$ cat src/rtl/io_split_align_mc.sv
// Multi-lane delay/split cell: per-lane programmable delay feeding a complementary output pair.
// Optional per-lane polarity swap enabled by defining IO_SPLIT_ALIGN_POLINV_EN.
module io_split_align_mc #(
  parameter int NCH    = 8,
  parameter int MAXDLY = 8,
  parameter int DW     = $clog2(MAXDLY)
) (
  input  logic              clk,
  input  logic              rst_n,
  input  logic              en,
  input  logic [NCH*DW-1:0] dly_sel,
`ifdef IO_SPLIT_ALIGN_POLINV_EN
  input  logic [NCH-1:0]    inv,
`endif
  input  logic [NCH-1:0]    din,
  output logic [NCH-1:0]    dout_p,
  output logic [NCH-1:0]    dout_n,
  output logic              valid
);

  localparam logic [DW-1:0] LAST = DW'(MAXDLY - 1);

  typedef enum logic [1:0] {IDLE, FILL, RUN} state_t;

  state_t              state;
  logic [DW-1:0]       cnt;
  logic [MAXDLY-1:0]   sr [NCH];
  logic [NCH*DW-1:0]   dly_q;
  logic [NCH-1:0]      tap;
  logic [NCH-1:0]      run_p;
  logic                chg;

  function automatic logic [DW-1:0] clamp_sel(input logic [DW-1:0] s);
    return (int'(s) > MAXDLY - 1) ? LAST : s;
  endfunction

`ifdef IO_SPLIT_ALIGN_POLINV_EN
  logic [NCH-1:0] inv_q;

  always_ff @(posedge clk or negedge rst_n) begin
    if (!rst_n) inv_q <= '0;
    else        inv_q <= inv;
  end

  assign chg   = (dly_sel != dly_q) || (inv != inv_q);
  assign run_p = tap ^ inv_q;
`else
  assign chg   = (dly_sel != dly_q);
  assign run_p = tap;
`endif

  // Delay lines shift unconditionally so they are already full of live data when FILL ends.
  always_ff @(posedge clk or negedge rst_n) begin
    if (!rst_n) begin
      for (int i = 0; i < NCH; i++) sr[i] <= '0;
      dly_q <= '0;
    end else begin
      for (int i = 0; i < NCH; i++) sr[i] <= {sr[i][MAXDLY-2:0], din[i]};
      dly_q <= dly_sel;
    end
  end

  always_comb begin
    tap = '0;
    for (int i = 0; i < NCH; i++) tap[i] = sr[i][clamp_sel(dly_q[i*DW +: DW])];
  end

  // Outputs are loaded from the same edge as the state change, so p/n never disagree.
  always_ff @(posedge clk or negedge rst_n) begin
    if (!rst_n) begin
      state  <= IDLE;
      cnt    <= '0;
      valid  <= 1'b0;
      dout_p <= '0;
      dout_n <= '1;
    end else begin
      valid  <= 1'b0;
      dout_p <= '0;
      dout_n <= '1;
      case (state)
        IDLE: begin
          if (en) begin
            state <= FILL;
            cnt   <= '0;
          end
        end
        FILL: begin
          if (!en) begin
            state <= IDLE;
            cnt   <= '0;
          end else if (chg) begin
            cnt <= '0;
          end else if (cnt == LAST) begin
            state  <= RUN;
            valid  <= 1'b1;
            dout_p <= run_p;
            dout_n <= ~run_p;
          end else begin
            cnt <= cnt + 1'b1;
          end
        end
        RUN: begin
          if (!en) begin
            state <= IDLE;
          end else if (chg) begin
            state <= FILL;
            cnt   <= '0;
          end else begin
            valid  <= 1'b1;
            dout_p <= run_p;
            dout_n <= ~run_p;
          end
        end
        default: state <= IDLE;
      endcase
    end
  end

endmodule
$ cat config.mk
export PLATFORM = sky130hd
export DESIGN_NAME = io_split_align_mc
export DESIGN_NICKNAME = d
export VERILOG_FILES = /design/src/rtl/io_split_align_mc.sv
export SDC_FILE = /design/constraint.sdc
export NUM_CORES = 1
export LEC_CHECK = 0
export ABC_AREA = 1
export CAP_MARGIN = 20
export CORE_ASPECT_RATIO = 0.9
export CORE_UTILIZATION = 59
export CTS_BUF_LIST = sky130_fd_sc_hd__clkbuf_8 sky130_fd_sc_hd__clkbuf_16
export DETAILED_ROUTE_END_ITERATION = 12
export PLACE_DENSITY_LB_ADDON = 0.08
export SYNTH_ARGS = -nofsm -noshare
export SYNTH_HDL_FRONTEND = slang
export SYNTH_SLANG_ARGS = --single-unit
$ cat constraint.sdc
create_clock -name clk -period 2.65 [get_ports clk]
set_clock_uncertainty 0.05 [all_clocks]
set_input_delay 0.795 -clock clk [delete_from_list [all_inputs] [get_ports clk]]
set_output_delay 0.795 -clock clk [all_outputs]
set_load 0.1 [all_outputs]
==> results of run 1 <==
[final cells by class]
class                   count  area share, %
inverters                  33           2.46
clock inverters             6           1.74
clock buffers               9           2.46
multi-input cells         271           26.1
repair buffers             55           10.1
flip-flops and latches    110           54.9
well taps                  90           2.24
[cell usage in the layout, fill, tap and decap left out]
cell type and count:
o21ai_1 2, ha_1 6, inv_2 2, buf_12 1, and2_1 1, clkbuf_8 9
or2_2 1, nand2_1 89, o32ai_1 1, mux2i_1 1, inv_1 31, xor2_1 8
clkinv_2 2, dfstp_2 8, a21boi_0 1, nand3_1 20, nor2_1 68, clkinv_4 2
nor3_1 1, nand4_1 4, o21ai_0 43, nor2_2 1, a21oi_1 7, nor2_4 2
o22ai_1 3, buf_4 21, dfrtp_1 102, xnor2_1 10, bufinv_16 2, nand2_2 2
clkdlybuf4s50_1 33
[state kept, by name (all words and copies together), names as in the netlist]
name,flops
dout_n,8
cnt,3
valid,1
dout_p,8
state,2
sr,64
dly_q,24
[worst min path at each step]
stage	startpoint	end	slack [ns]	depth (start not counted)
finish	sr[26]$_DFF_PN0_	sr[27]$_DFF_PN0_	0.33	0
detailed placement	sr[42]$_DFF_PN0_	sr[43]$_DFF_PN0_	0.30	0
CTS	sr[26]$_DFF_PN0_	sr[27]$_DFF_PN0_	0.33	0
global placement	sr[41]$_DFF_PN0_	sr[42]$_DFF_PN0_	0.30	0
floorplan	sr[9]$_DFF_PN0_	sr[10]$_DFF_PN0_	0.30	0
global route	sr[18]$_DFF_PN0_	sr[19]$_DFF_PN0_	0.34	0
[per-stage QoR]
stage               hold WS, ns  setup slack [ns]  std cells
global route              0.340             0.256        574
floorplan                 0.299             0.785        418
finish                    0.327             0.374        574
global placement          0.304            0.0818        559
CTS                       0.329             0.387        574
detailed placement        0.304            0.0116        559
[report_power, final]
part	internal [W]	switching (W)
clock network	0.000527	0.000526
logic	0.000303	0.000737
registers	0.00185	0.0000831
[cell families after synthesis]
group                      Yosys count
buffers and inverters               37
DFF                                110
and+or+nand+nor                    189
muxes                                1
xor gates and xnor gates            18
AOI/OAI and AO/OA                   57
adders and majority gates            6
[worst register-to-register path: stages (launching register included)]
cell and delay (ns):
dfrtp_1 0.41, inv_1 0.08, ha_1 0.47, o21ai_0 0.18, or2_2 0.40, nor3_1 0.22
[routing by layer]
layer | share of wire, % | up-vias
met2 | 50 | 56
met5 | 0 | -
met4 | 1.7 | 0
li1 | - | 1462
met3 | 3.5 | 12
met1 | 45 | 1468
==> results list, run 1 <==
- Leading post-synthesis cells by cell area: dfrtp_1 61%, nand2_1 7.9%, nor2_1 6.1%
- Most common cell in the netlist: dfrtp_1
- Type of the worst min-delay path: flip-flop to flip-flop
* Fraction of the mapped netlist area in adder cells: 1.78%
- The synthesized design contains 0 enable-type register cells.
- Across the whole layout, storage elements account for 0.00276 mm^2.
- For this design the static power due to leakage is 2.36 nW.
- Unrepaired setup endpoints after global routing: no
- TritonCTS built the clock tree.
- STA classifies the critical path endpoint as a flip-flop.
- Summed over its instances, the top area cell type makes up 60.6% of the synthesized netlist area.
* Depth of the worst register-to-register path: 5
* Area post-placement: 0.00482 mm^2
- Number of gates given a new drive strength after cts: 0
- Die area: 0.00749 mm^2
- The number of antenna diodes in the final layout is 0.
* Number of antenna violations at the first check in global routing: 0
- First-pass GRT wire length: 13500 um
- Flops & latches, synth: 110
- The count of nets left with antenna violations once routing finished came out at 0.
* Final period util: 85.9%
- Outcome: finished, final reports clean
* Transition time at the pin with the least slew margin: 0.482 ns
- Counting stages on the worst path, the most repeated cell is nand2_1.
- Design area: 0.00503 mm^2
- Max Fanout on Critical Path: 7
* WP depth: 11
- During synthesis, Yosys emitted a total of 0 warnings.
- Initial Utilization: 62.7%
- The number of hold buffers added after CTS was 0.
- Count of standard-cell rows: 28
* Number of port buffers: 51
- Synth-to-layout area growth: 19.3%
* CP max-delay cell: clkdlybuf4s50_1
* Chip height: 82.2 um
- Traced cell by cell, the critical path runs through clkdlybuf4s50_1 > xnor2_1 > nand2_1 > nor2_1 > nand2_1 > nor2_4 > nand2_2 > nor2_4 > nand2_1 > nand2_1 > nand3_1.
* Post-synthesis cell type count: 26
* Critical path's largest stage delay: 0.49 ns
- A synthesized cell averages 10.1 um^2.
- The number of buffers and inverters on the critical path is 1.
- At the worst endpoint, the arrival time is 2.50 ns.
- Filler cell count in the final layout: 479
- The worst setup path is of the input port to flip-flop kind.
* Overall die width: 91.1 um
* CTS buffer count: 9
- Pre-antenna DRT Iters: 5
* Gr usage total: 23.7%
- Clock Path Buffers: 2
* Global routing usage on met2: 42.0%
* Total standard cell area after synthesis: 0.00422 mm^2
- Global-route congestion overflow total: 0
- Measured on the finished design, the core utilization comes to 74.8%.
- The worst pin sits at a relative slew slack of 67.9%.
* Main combinational cell family by area after synthesis: simple AND/OR/NAND/NOR gates
- At the end of the flow, the number of nets in the layout was 521.
* Area taken by multi-input logic gates: 0.00131 mm^2
* Main flop type after synthesis: dfrtp_1
- PD cells: 800 mW/mm^2
* Clk pin slew, worst setup/hold paths: 0.09 ns
- Number of remaining DRC errors: 0
- The max-slew violation count was 0.
* Root buffer cell: clkbuf_8
- The worst register-to-register path has a setup slack of 0.76 ns.
* Endpoint of the most critical setup path: dout_n[5]$_DFF_PN1_
* GP Congestion: 0.817
- Area inside the core boundary: 0.00673 mm^2
- H-tree lvl count: 3
- Final worst path period need: 2.28 ns
- The via count of the first global-routing pass was 3012.
- Most area-hungry cell type in the Yosys netlist: dfrtp_1
- Required time at the endpoint of the critical path: 2.88 ns
- Summing the areas of all compound-gate instances in the mapped netlist gives 7.01% of the synthesized area.
- XOR/XNOR share of the synthesized area: 3.74%
- Pin placement for this block handled 52 I/O pins.
- In the synthesized netlist, the cells that appear most often are 102 x dfrtp_1, 89 x nand2_1, 68 x nor2_1, 43 x o21ai_0, 31 x inv_1.
- At the later pin of the worst-skew pair, clock insertion delay measures 0.36 ns.
* Element type at the critical path start: input port
- Number of instances in the synthesized netlist: 418
- In the routed layout, each cell is associated on average with a via count of 5.22.
* Routed WL: 8070 um
- In the final routed layout, each cell accounts on average for 14.1 um.
- In this run the critical register-to-register path is captured at dout_p[3]$_DFF_PN0_.
* Share of synthesized registers carrying an async set or reset: 100%
* HPWL after DPL: 5750 um
* Gr busiest metal: met2
* Global-route track usage on met3: 5.59%
* Start point of the critical path: dly_sel[10]
- The number of setup buffers added after CTS is 0.
- Pin count of the biggest net entering global routing: 51
* Setup Viol. Count Final: 0
- Launching point of the worst reg2reg path: state[0]$_DFFE_PN0P_
- Sink count of the clock tree: 110
- For this run, the top clock speed supported by timing is 439 MHz.
* Simple-gate share of the synthesized area: 18.3%
- Max Cap Viol: 0
* Peak supply drop: 0.496 mV
* Layout cells sized above 1: 11.0%
- Global routing used 29.5% of the available met1 tracks.
- After synthesis, flip-flops and latches occupy 65.5% of the total area.
- Post-layout power: 0.00402 W
* Detailed router's first-iteration violation count: 131
* Kind of cell adding the most delay to the critical path: simple AND/OR/NAND/NOR gates
- The number of nets handed over by synthesis was 459.
- The hold violation count in the final report was 0.
- Vias after detailed routing: 2998
- Multiplexer share of the synthesized area: 0.237%
* TNS Setup: 0 ns
No activity file was read; power rests on OpenSTA's default activity.
==> run 2, diff against run 1 <==
--- a/config.mk
+++ b/config.mk
@@ -6,7 +6,6 @@
 export NUM_CORES = 1
 export LEC_CHECK = 0
 export ABC_AREA = 1
-export CAP_MARGIN = 20
 export CORE_ASPECT_RATIO = 0.9
 export CORE_UTILIZATION = 59
 export CTS_BUF_LIST = sky130_fd_sc_hd__clkbuf_8 sky130_fd_sc_hd__clkbuf_16
==> results of run 2 <==
The final DEF is identical to that of run 1; final timing and power are the same.
==> run 3, diff against run 2 <==
--- a/config.mk
+++ b/config.mk
@@ -7,9 +7,10 @@
 export LEC_CHECK = 0
 export ABC_AREA = 1
 export CORE_ASPECT_RATIO = 0.9
-export CORE_UTILIZATION = 59
+export CORE_UTILIZATION = 64
 export CTS_BUF_LIST = sky130_fd_sc_hd__clkbuf_8 sky130_fd_sc_hd__clkbuf_16
 export DETAILED_ROUTE_END_ITERATION = 12
+export DONT_BUFFER_PORTS = 1
 export PLACE_DENSITY_LB_ADDON = 0.08
 export SYNTH_ARGS = -nofsm -noshare
 export SYNTH_HDL_FRONTEND = slang
==> run 3 against run 2 <==
Effect of this change: register-to-register slack lost 0.03 ns; critical path depth shrank 11; final area shrank 9.4%; sequential power grew 19%; global-route usage grew 1.2 points; setup slack gained 0.18 ns; utilization shrank 1.8 points; clock power shrank 13%.
==> results list, run 3 (same netlist as run 1, synthesis figures left out) <==
* HPWL after DPL: 5540 um (was 5750 um)
- The global router's overall resource usage was 24.9% (was 23.7%).
- Unrepaired setup endpoints after global routing: no (unchanged).
- The buffer type at the clock tree root was clkbuf_8 (unchanged).
- Element type at the critical path start: flip-flop (was input port)
* Most common library cell in the layout ignoring fill and taps: dfrtp_1 (unchanged)
* Number of global-route vias before repair: 2792 (was 3012)
- The worst relative slew slack was 65.2% (was 67.9%).
* Global-route congestion overflow total: 0 (unchanged)
- The detailed-route vias per instance was 5.50 (was 5.22).
- The number of antenna violations at the first check in global routing came to 0 (unchanged).
- The global-route wire length before repair was 12800 um (was 13500 um).
- Register with the most flip-flops: sr (unchanged)
- The flip-flop count of the largest register, all copies and words added was 64 (unchanged).
- The relative area change from synthesis to final layout is 8.16% (was 19.3%).
* Outcome: finished, final reports clean (unchanged)
* WP depth: 0 (was 11)
- Largest registers: sr x64, dly_q x24 (unchanged).
- Detailed router's first-iteration violation count: 160 (was 131)
* Chip height: 79.0 um (was 82.2 um)
- Fin nets: 475 (was 521)
- The setup TNS is 0 ns (unchanged).
* Max Freq: 476 MHz (was 439 MHz)
- Transition time at the pin with the least slew margin: 0.523 ns (was 0.482 ns)
- # hold bufs at CTS: 0 (unchanged)
* Pin count of the biggest net entering global routing: 111 (was 51)
* Clk pin slew, worst setup/hold paths: 0.10 ns (was 0.09 ns)
- Number of remaining DRC errors: 0 (unchanged)
- Vias after detailed routing: 2895 (was 2998)
- Number of hold violations in the final report: 0 (unchanged)
* Worst path arrival time: 1.25 ns (was 2.50 ns)
- The top-level I/O count was 52 (unchanged).
* Number of gates given a new drive strength after cts: 0 (unchanged)
* Pre-antenna DRT Iters: 4 (was 5)
- Number of nets still failing antenna checks after routing: 0 (unchanged)
- The core region area came to 0.00625 mm^2 (was 0.00673 mm^2).
* Max Fanout on Critical Path: 1 (was 7)
- Type of the worst min-delay path: input port to asynchronous set/reset pin (was flip-flop to flip-flop)
* Final period util: 79.2% (was 85.9%)
- Overall die width: 87.5 um (was 91.1 um)
* Number of antenna repair diodes: 0 (unchanged)
* Sink count of the clock tree: 110 (unchanged)
* Leakage dissipation: 2.15 nW (was 2.36 nW)
* Final critical-path setup slack: 0.551 ns (was 0.374 ns)
- PD cells: 815 mW/mm^2 (was 800 mW/mm^2)
* Depth of the worst register-to-register path: 5 (unchanged)
- The number of buffer cells added on primary ports was 0 (was 51).
- The largest vdd supply drop came to 0.482 mV (was 0.496 mV).
* Final Slew Violations: 0 (unchanged)
* H-tree lvl count: 3 (unchanged)
* Clock Path Buffers: 2 (unchanged)
- The core utilization of the finished layout came to 73.0% (was 74.8%).
- The post-route minimum period was 2.10 ns (was 2.28 ns).
* Setup Viol. Count Final: 0 (unchanged)
* CTS buffer count: 9 (unchanged)
- Count of standard-cell rows: 27 (was 28)
* Required time at the endpoint of the critical path: 1.81 ns (was 2.88 ns)
- The post-detailed-route wirelength per cell is 14.7 um (was 14.1 um).
* Commonest cells after routing, fill and taps aside: 102 x dfrtp_1, 89 x nand2_1, 68 x nor2_1, 43 x o21ai_0, 32 x inv_1 (was 102 x dfrtp_1, 89 x nand2_1, 68 x nor2_1, 43 x o21ai_0, 33 x clkdlybuf4s50_1)
- Max Cap Viol: 0 (unchanged)
- Initial Utilization: 67.4% (was 62.7%)
* Critical Path End Type: output pin (was flip-flop)
- Routed WL: 7710 um (was 8070 um)
* Clock tree from TritonCTS: done (unchanged)
- Layout cells sized above 1: 9.11% (was 11.0%)
* GP Congestion: 0.796 (was 0.817)
- Kind of critical path: flip-flop to output pin (was input port to flip-flop)
- Die area: 0.00692 mm^2 (was 0.00749 mm^2)
* Worst setup slack before clock tree synthesis: 0.564 ns (was 0.0116 ns)
* Clock latency at the later pin of the worst-skew pair: 0.37 ns (was 0.36 ns)
- Setup Fix Bufs, Post-CTS: 0 (unchanged)
- Filler cell count in the final layout: 440 (was 479)
-- run 3: per-stage QoR --
stage	instances	hold slack, ns	total power [W]	area, um^2
2_1_floorplan	418	0.299	0.00270	4220
3_3_place_gp	510	0.303	0.00280	4370
3_5_place_dp	510	0.304	0.00283	4370
4_1_cts	526	0.0459	0.00373	4560
5_1_grt	526	0.0292	0.00389	4560
6_report	526	0.0545	0.00372	4560
-- run 3: cell type report --
type	instances	area, um^2	share of cell area (%)
tap	87	109	2.39
timing repair buffer	9	67.6	1.48
sequential	110	2760	60.6
clock inverter	7	61.3	1.34
multi-input combinational	271	1310	28.8
inverter	33	124	2.72
clock buffer	9	124	2.72
-- run 3: per-layer routing --
metal | routed length (um) | global-route usage, % | up-vias | part of all wire [%]
li1 | - | - | 1369 | -
met1 | 3400 | 33.7 | 1430 | 44
met2 | 3710 | 38.9 | 85 | 48
met3 | 493 | 7.59 | 11 | 6.4
met4 | 114 | 7.87 | 0 | 1.5
met5 | 0 | 0 | - | 0
-- run 3: power by group --
| group | internal [W] | switching [W] |
|---|---|---|
| Clock | 0.000354 | 0.000561 |
| Sequential | 0.00186 | 0.000427 |
| Combinational | 0.000192 | 0.000324 |
| Total | 0.00241 | 0.00131 |
-- run 3: worst reg2reg max path, cell delays in order (launching register included) --
cell and delay [ns]:
dfrtp_1 0.42, inv_1 0.10, ha_1 0.43, o21ai_0 0.21, or2_2 0.39, nor3_1 0.23
-- run 3: final timing paths --
check	end	slack (ns)	startpoint
worst min-delay path	dly_q[21]$_DFF_PN0_	0.05	rst_n
worst max register to register	dout_p[3]$_DFF_PN0_	0.73	state[0]$_DFFE_PN0P_
worst min register to register	sr[19]$_DFF_PN0_	0.33	sr[18]$_DFF_PN0_
max in group asynchronous	dout_n[4]$_DFF_PN1_	2.30	rst_n
min in group clk	sr[19]$_DFF_PN0_	0.33	sr[18]$_DFF_PN0_
worst max-delay path	dout_n[2]	0.55	dout_n[2]$_DFF_PN1_
